<file path="config.mk">
export PLATFORM = sky130hd
export DESIGN_NAME = rr_burst_arbiter
export DESIGN_NICKNAME = d
export VERILOG_FILES = /design/src/rtl/rr_burst_arbiter.sv
export SDC_FILE = /design/constraint.sdc
export NUM_CORES = 1
export LEC_CHECK = 0
export CORE_AREA = 2 2 131 133
export DETAILED_ROUTE_END_ITERATION = 8
export DIE_AREA = 0 0 133 135
export PLACE_DENSITY = 0.79
export SETUP_SLACK_MARGIN = 0.15
export SYNTH_ARGS = -nofsm -noshare
export SYNTH_HDL_FRONTEND = slang
export SYNTH_SLANG_ARGS = --single-unit
</file>
<file path="constraint.sdc">
create_clock -name clk -period 3.3 [get_ports clk]
set_clock_uncertainty 0.1 [all_clocks]
set_input_delay 0.33 -clock clk [delete_from_list [all_inputs] [get_ports clk]]
set_output_delay 0.33 -clock clk [all_outputs]
set_load 0.01 [all_outputs]
</file>
<file path="src/rtl/rr_burst_arbiter.sv">
// Round-robin arbiter that locks the output channel to one requester for a whole
// burst and forwards accepted beats through a single registered output stage.
module rr_burst_arbiter #(
  parameter int unsigned NUM_REQ    = 4,
  parameter int unsigned ADDR_WIDTH = 32,
  parameter int unsigned DATA_WIDTH = 32,
  parameter int unsigned ID_WIDTH   = $clog2(NUM_REQ)
) (
  input  logic                          clk,
  input  logic                          rst_n,
  input  logic [NUM_REQ-1:0]            s_valid_i,
  output logic [NUM_REQ-1:0]            s_ready_o,
  input  logic [NUM_REQ-1:0]            s_last_i,
  input  logic [NUM_REQ*ADDR_WIDTH-1:0] s_addr_i,
  input  logic [NUM_REQ*DATA_WIDTH-1:0] s_data_i,
  output logic                          m_valid_o,
  input  logic                          m_ready_i,
  output logic [ADDR_WIDTH-1:0]         m_addr_o,
  output logic [DATA_WIDTH-1:0]         m_data_o,
  output logic [ID_WIDTH-1:0]           m_id_o,
  output logic                          m_last_o,
  output logic                          busy_o
);

  typedef enum logic {
    ST_IDLE   = 1'b0,
    ST_LOCKED = 1'b1
  } state_e;

  state_e                  state_q, state_d;
  logic [ID_WIDTH-1:0]     rr_ptr_q, rr_ptr_d;
  logic [ID_WIDTH-1:0]     gnt_id_q, gnt_id_d;
  logic                    m_valid_q, m_valid_d;
  logic [ADDR_WIDTH-1:0]   m_addr_q, m_addr_d;
  logic [DATA_WIDTH-1:0]   m_data_q, m_data_d;
  logic [ID_WIDTH-1:0]     m_id_q, m_id_d;
  logic                    m_last_q, m_last_d;

  logic                    out_free_c;
  logic                    cand_found_c;
  logic [ID_WIDTH-1:0]     cand_c;
  logic [ID_WIDTH-1:0]     sel_c;
  logic [ADDR_WIDTH-1:0]   sel_addr_c;
  logic [DATA_WIDTH-1:0]   sel_data_c;
  logic                    sel_last_c;
  logic [NUM_REQ-1:0]      ready_c;
  logic                    hs_c;

  assign out_free_c = !m_valid_q || m_ready_i;

  // Circular search starting just after rr_ptr: first the indices above it, then wrap to 0.
  always_comb begin
    cand_found_c = 1'b0;
    cand_c       = '0;
    for (int k = 0; k < int'(NUM_REQ); k++) begin
      if (!cand_found_c && s_valid_i[k] && (k > int'(rr_ptr_q))) begin
        cand_found_c = 1'b1;
        cand_c       = ID_WIDTH'(k);
      end
    end
    for (int k = 0; k < int'(NUM_REQ); k++) begin
      if (!cand_found_c && s_valid_i[k] && (k <= int'(rr_ptr_q))) begin
        cand_found_c = 1'b1;
        cand_c       = ID_WIDTH'(k);
      end
    end
  end

  // Payload mux for whichever requester currently owns (or is being offered) the channel.
  always_comb begin
    sel_c      = (state_q == ST_LOCKED) ? gnt_id_q : cand_c;
    sel_addr_c = '0;
    sel_data_c = '0;
    sel_last_c = 1'b0;
    for (int k = 0; k < int'(NUM_REQ); k++) begin
      if (ID_WIDTH'(k) == sel_c) begin
        sel_addr_c = s_addr_i[k*ADDR_WIDTH +: ADDR_WIDTH];
        sel_data_c = s_data_i[k*DATA_WIDTH +: DATA_WIDTH];
        sel_last_c = s_last_i[k];
      end
    end
  end

  // Next-state, grant and output-register load logic.
  always_comb begin
    state_d   = state_q;
    rr_ptr_d  = rr_ptr_q;
    gnt_id_d  = gnt_id_q;
    m_valid_d = m_valid_q;
    m_addr_d  = m_addr_q;
    m_data_d  = m_data_q;
    m_id_d    = m_id_q;
    m_last_d  = m_last_q;
    ready_c   = '0;

    for (int k = 0; k < int'(NUM_REQ); k++) begin
      if (rst_n && out_free_c && (ID_WIDTH'(k) == sel_c)) begin
        ready_c[k] = (state_q == ST_LOCKED) || cand_found_c;
      end
    end
    hs_c = |(s_valid_i & ready_c);

    case (state_q)
      ST_IDLE: begin
        if (hs_c) begin
          if (sel_last_c) begin
            rr_ptr_d = cand_c;
          end else begin
            state_d  = ST_LOCKED;
            gnt_id_d = cand_c;
          end
        end
      end
      ST_LOCKED: begin
        if (hs_c && sel_last_c) begin
          state_d  = ST_IDLE;
          rr_ptr_d = gnt_id_q;
        end
      end
      default: state_d = ST_IDLE;
    endcase

    if (hs_c) begin
      m_valid_d = 1'b1;
      m_addr_d  = sel_addr_c;
      m_data_d  = sel_data_c;
      m_id_d    = sel_c;
      m_last_d  = sel_last_c;
    end else if (m_ready_i) begin
      m_valid_d = 1'b0;
    end
  end

  always_ff @(posedge clk or negedge rst_n) begin
    if (!rst_n) begin
      state_q   <= ST_IDLE;
      rr_ptr_q  <= ID_WIDTH'(NUM_REQ - 1);
      gnt_id_q  <= '0;
      m_valid_q <= 1'b0;
      m_addr_q  <= '0;
      m_data_q  <= '0;
      m_id_q    <= '0;
      m_last_q  <= 1'b0;
    end else begin
      state_q   <= state_d;
      rr_ptr_q  <= rr_ptr_d;
      gnt_id_q  <= gnt_id_d;
      m_valid_q <= m_valid_d;
      m_addr_q  <= m_addr_d;
      m_data_q  <= m_data_d;
      m_id_q    <= m_id_d;
      m_last_q  <= m_last_d;
    end
  end

  assign s_ready_o = ready_c;
  assign m_valid_o = m_valid_q;
  assign m_addr_o  = m_addr_q;
  assign m_data_o  = m_data_q;
  assign m_id_o    = m_id_q;
  assign m_last_o  = m_last_q;
  assign busy_o    = (state_q == ST_LOCKED);

endmodule
</file>
# ---- Word level (Yosys, flattened, before mapping)
# Index checks and enable logic that the tools add are counted.
dict set report op_classes {
  order_cmp 6
  eq_ne 6
  n_mux 41
  bitwise_logic 3
  reduce_logical 32
}
# cell count
set op_table {}
lappend op_table {{$mux 32} 8}
lappend op_table {{$mux 1} 21}
lappend op_table {{$mux 2} 10}
lappend op_table {{$logic_and 1x1->1} 18}
lappend op_table {{$logic_not 1->1} 7}
lappend op_table {{$reduce_and 3->1} 2}
lappend op_table {{$and 4x4->4} 1}
lappend op_table {{$eq 2x2->1 const A} 2}
lappend op_table {{$gt 2x2->1 const A} 2}
lappend op_table {{$le 2x2->1 const A} 2}
lappend op_table {{$ne 2x2->1 const B} 2}
lappend op_table {{$pmux 2 s2} 1}
lappend op_table {{$reduce_or 4->1} 1}
lappend op_table {{$eq 1x2->1 const A} 1}
lappend op_table {{$gt 1x2->1 const A} 1}
lappend op_table {{$le 1x2->1 const A} 1}
lappend op_table {{$logic_not 2->1} 1}
lappend op_table {{$logic_or 1x1->1} 2}
lappend op_table {{$ne 2x1->1 const B} 1}
lappend op_table {{$not 1->1} 2}
lappend op_table {{$pmux 1 s2} 1}
lappend op_table {{$reduce_bool 2->1} 1}
dict set report totals {
  ff_bits 73
  input_bits 267
  out_inout_bits 73
  wordCells 96
}

# ---- Longest topological paths before layout
dict set report logic_depth {
  depth_word 35
  mapped_depth 9
  depth_no_buf 6
}

# ---- Worst setup path after synthesis
# Ideal clock, no wire load.
dict set report synth_timing {
  kind {flip-flop to flip-flop}
  startpoint {reg rr_ptr_q[1]}
  endpoint {reg m_data_q[21], in the netlist m_data_o[21]}
  setup_time_ns 0.127
  arrival_time_ns 2.464
  t_required_ns 3.073
  setup_slack_ns 0.608
  stages_incl_launch_ff 9
  n_path_buf 3
  period_less_slack_ns 2.692
  cell_sequence {dfstp_2 -> buf_2 -> nor3b_1 -> a311o_4 -> o21ai_4 -> buf_6 -> buf_6 -> mux4_2 -> mux2_1}
}
dict set report synth_via {
  elab_chain_cells 32
  elab_cells_between_ends 58
  cone_classes {order compare: 6; eq/ne: 3; mux: 23; bitwise: 1; reduce/logical: 25}
}
# item line_no
set synth_lines {}
lappend synth_lines {{from (decl)} 31} ;# logic [ID_WIDTH-1:0] rr_ptr_q, rr_ptr_d;
lappend synth_lines {{from (signal assigned)} 137} ;# rr_ptr_q <= ID_WIDTH'(NUM_REQ - 1);
lappend synth_lines {{from (signal assigned)} 146} ;# rr_ptr_q <= rr_ptr_d;
lappend synth_lines {{$gt 1x2->1} 56} ;# if (!cand_found_c && s_valid_i[k] && (k > int'(rr_ptr_q))) begin
lappend synth_lines {{$logic_and 1x1->1} 56}
lappend synth_lines {{$mux 1} 56}
lappend synth_lines {{$logic_not 1->1} 56}
lappend synth_lines {{$logic_and 1x1->1 (2 in series)} 56}
lappend synth_lines {{$mux 1} 56}
lappend synth_lines {{$logic_not 1->1} 56}
lappend synth_lines {{$logic_and 1x1->1 (2 in series)} 56}
lappend synth_lines {{[... 13 more ...]} -}
lappend synth_lines {{$logic_and 1x1->1 (2 in series)} 62} ;# if (!cand_found_c && s_valid_i[k] && (k <= int'(rr_ptr_q))) begin
lappend synth_lines {{$mux 2} 62}
lappend synth_lines {{$mux 2} 71} ;# sel_c = (state_q == ST_LOCKED) ? gnt_id_q : cand_c;
lappend synth_lines {{$eq 1x2->1, or another cell as far along} {76, 97}}
lappend synth_lines {{$logic_and 1x1->1 or $mux 32 (tied branches)} {97, 76}}
lappend synth_lines {{$mux 1 or $mux 32 (tied branches)} {97, 76}}
lappend synth_lines {{$and 4x4->4 or $mux 32 (tied branches)} {101, 76}}
lappend synth_lines {{$reduce_or 4->1 or $mux 32 (tied branches)} {101, 76}}
lappend synth_lines {{to (signal assigned)} 150} ;# m_data_q <= m_data_d;
lappend synth_lines {{to (decl)} 35} ;# logic [DATA_WIDTH-1:0] m_data_q, m_data_d;
# Several ways; a longest one is shown, not always the timed one.
# A chain may end at the register's enable or synchronous reset.

# ---- Final worst setup path
dict set report layout_timing {
  startpoint {reg rr_ptr_q[0]}
  endpoint {out s_ready_o[2]}
}
dict set report layout_via {
  elab_chain_cells 30
  elab_cells_between_ends 43
  cone_classes {order compare: 6; eq/ne: 1; mux: 16; reduce/logical: 20}
}
# item line_no
set layout_lines {}
lappend layout_lines {{$gt 1x2->1} 56}
lappend layout_lines {{$logic_and 1x1->1} 56}
lappend layout_lines {{$mux 1} 56}
lappend layout_lines {{$logic_not 1->1} 56}
lappend layout_lines {{$logic_and 1x1->1 (2 in series)} 56}
lappend layout_lines {{$mux 1} 56}
lappend layout_lines {{$logic_not 1->1} 56}
lappend layout_lines {{$logic_and 1x1->1 (2 in series)} 56}
lappend layout_lines {{[... 11 more ...]} -}
lappend layout_lines {{$mux 1} 62}
lappend layout_lines {{$logic_not 1->1} 62}
lappend layout_lines {{$logic_and 1x1->1 (2 in series)} 62}
lappend layout_lines {{$mux 2} 62}
lappend layout_lines {{$mux 2} 71}
lappend layout_lines {{$eq 2x2->1} 97} ;# if (rst_n && out_free_c && (ID_WIDTH'(k) == sel_c)) begin
lappend layout_lines {{$logic_and 1x1->1} 97}
lappend layout_lines {{$mux 1 *} 97}
lappend layout_lines {{to (decl)} 12} ;# output logic [NUM_REQ-1:0] s_ready_o,
# Every way passes the cells marked *; elsewhere a longest branch is shown, timed or not.

==> results.md <==
- Slew HR: 34.6%
- Worst-Margin Slew: roughly 1000 ps
- Leak Pwr: 3.33 nW
- Pwr Total: 7.51 mW
- Setup slack on the worst flop-to-flop path: between 500 and 600 ps
- Pint: between 5 and 6 mW
- Final Max Slew Viols: 0
- Core ar.: roughly 0.016 mm^2
- Largest family of logic cells by synthesized area: multiplexers
- Worst flop-to-flop path startpoint: rr_ptr_q[1]$_DFFE_PN1P_
- Number of buffers and inverters on the critical path: 1
- Clock Sinks: between 70 and 80
- Setup WS pre-CTS: roughly 50 ps
- Clk pin slew, worst setup/hold paths: roughly 60 ps
- Fillers: between 1000 and 1500
- Fin Hold WS: approximately 150 ps
- #FFs+latches synth: 73
- Die ar.: 0.0180 mm^2
- Logic pwr share: about 61%
- Xor/xnor share of the synthesized area: 0%
- Later-pin clock latency in the skew report: 330 ps
- YS warnings: 0
- Crit. End Element: output port
- Fraction of the yosys area taken by sequential cells: 38.5%
- Maximum number of pins on one net before global-route repair: 74
- Setup WS post-layout: ~310 ps
- Area grow syn2layout: 84.2%
- Num CTS Buffers: 9
- Crit path max-delay family: simple AND/OR/NAND/NOR gates
- Via/cell ratio: 5.01
- Max stage delay on crit path: just under 600 ps
- Synth Area in Adders: 0%
- Layout cells sized above 1: 19.6%
- Sw Pwr: between 2 and 2.5 mW
- Grt ovf: 0
- Min Clock Period, post-route: ~3000 ps
- Die Y: approximately 140 um
- Crit Path Category: flip-flop to output port
- Unrepaired setup endpoints after global routing: false
- CP arrival: between 2000 and 3000 ps
- Final period util: 90.6%
- Synthesized area per cell: 15.5 um^2
- Final Hold Fails: 0
- Most common cell after layout, fill and taps aside: clkdlybuf4s50_1
- Final #Nets: between 900 and 1000
- WP data required: 2870 ps
- Vias in the first global route: about 4700
- Post-synth cell types: 42
- Postcts setup bufs: 0
- Worst path cell trace: and2b_1 > o21ai_0 > nand3_1 > nor3_1 > a21oi_1 > nor2_1 > clkdlybuf4s50_1
- Max_cap viols: 0
- Power Density: roughly 860 mW/mm^2
- DP Wirelength: roughly 14 mm
- IO buf count: approximately 340
- Status: completed
- Final ANT Viol Nets: 0
- Mapped Nets: between 500 and 600
- Simple-Gate Fraction of Synth Area: roughly 4.4%
- DR pass1 iterations: 6
- IO Count: 340
- GPL Wtd Cong: between 0.8 and 0.9
- CP Max Fanout: 5
- Clock power frac: approximately 16%
- Max VDD drop: 0.455 mV
- Post-route cell area: 0.00874 mm^2
- Switch share: about a third
- Post-synthesis mux area share: a little under half
- CTS Buffer Depth: 2
- First-pass GRT wire length: ~26 mm
- CTS tree: built
- Multi-input logic area: between 0.002 and 0.003 mm^2
- CTS hold repair buffers: 0
- Most frequent cells in the layout: clkdlybuf4s50_1 (338), dfrtp_1 (71), mux4_2 (65), mux2_1 (42), mux2_2 (25)
- Initial Util: 28.9%
- CTS H-tree lvls: 3
- Post-Syn Area: around 0.0047 mm^2
- Gr usage total: a little under a fifth
- HP Class: primary input to async pin
- Die width: 133 um
- Compound-Gate Fraction of Synth Area: 4.85%
- DR WL/cell: ~20 um
- Drt drc: 0
- Cell row count: 47
- Initial DRC Count: roughly 130
- Via Count: about 4400
- CP Launch Type: flip-flop
- Fmax: around 330 MHz
- TNS Setup: 0 ps
- Dpl cell area: 0.00836 mm^2
- Critical Path Start: rr_ptr_q[0]$_DFFE_PN1P_
- Endpoints failing setup: 0
- Post-CTS Resized: 0
- Routed WL: between 15 and 20 mm
- Root buf cell: clkbuf_16
- FF/Latch Area: about 0.0018 mm^2
- Antenna violations before repair: 2
- Cells after Synth: 307
- Crit-path slowest cell: dfstp_2
- Sequential share of power: a little under a quarter
==> final timing paths <==
path / endpoint / cells past startpoint
worst min register to register: m_addr_o[27]$_DFFE_PN0P_ / 1
worst min-delay path: m_id_o[0]$_DFFE_PN0P_ / 2
worst max register to register: m_data_o[6]$_DFFE_PN0P_ / 7
worst max-delay path: s_ready_o[2] / 7
min in group clk: m_addr_o[27]$_DFFE_PN0P_ / 1
max in group asynchronous: m_addr_o[27]$_DFFE_PN0P_ / 2
==> layer usage <==
metal	part of all wire (%)	track usage (%)	vias to the layer above
met1	39	23.3	2163
li1	-	-	1908
met4	2.9	8.36	0
met3	7.8	4.80	32
met2	50	32.1	255
met5	0	0	-
==> registers in the layout (all words and copies together), names as in the netlist <==
| name | flops |
|---|---|
| m_addr_o | 32 |
| m_data_o | 32 |
| gnt_id_q | 2 |
| m_id_o | 2 |
| rr_ptr_q | 2 |
| busy_o | 1 |
| m_last_o | 1 |
| m_valid_o | 1 |
==> cell families (layout without fill, tap and decap cells) <==
logic type,Yosys count,count (layout)
mux,136,136
simple gates,42,42
compound gates,28,28
flops,73,73
buf+inv,28,368
other cells,0,2
==> cells in the mapped netlist (all sizes together) <==
master	count	share of area, %
nor2	14	1.3
nor3b	1	0.16
a41o	1	0.21
a21bo	1	0.21
o21bai	1	0.16
buf	20	4.0
mux2	67	16
nor4	1	0.13
dfstp	2	1.1
nand2	9	0.71
o32a	1	0.21
inv	2	0.16
o21ai	8	1.1
o2111ai	1	0.18
or2	1	0.18
a21oi	3	0.32
nand2b	3	0.40
mux4	65	31
a32oi	1	0.18
clkbuf	6	0.47
nand3	3	0.32
nor3	4	0.42
nor2b	4	0.53
o21a	3	0.47
a22o	1	0.18
o221a	1	0.24
and2b	1	0.16
and2	1	0.13
a31oi	2	0.26
o31ai	1	0.16
dfrtp	71	37
a21boi	2	0.55
mux2i	4	0.84
a311o	1	0.42
==> final cells by class <==
type / count / share of cell area, %
Multi-Input combinational cell: 206 / 30.9
Antenna cell: 2 / 0.0572
Clock buffer: 11 / 2.89
Sequential cell: 73 / 20.9
Timing Repair Buffer: 350 / 40.6
Clock inverter: 5 / 1.43
Inverter: 2 / 0.0859
Tap cell: 220 / 3.15
==> power groups by stage <==
stage / logic (mW) / registers [mW] / clock network [mW]
6_report: 4.58 / 1.69 / 1.23
5_1_grt: 4.91 / 1.75 / 1.31
4_1_cts: 4.67 / 1.69 / 1.27
3_5_place_dp: 4.65 / 1.70 / 0
3_3_place_gp: 4.55 / 1.68 / 0
2_1_floorplan: 2.76 / 1.81 / 0
==> per-stage QoR <==
stage               util [%]  instances
finish                  53.3        869
global route            53.3        869
CTS                     53.3        867
detailed placement      50.9        851
global placement        50.9        851
floorplan                  -        307
Power figures use the tool's default switching activity.
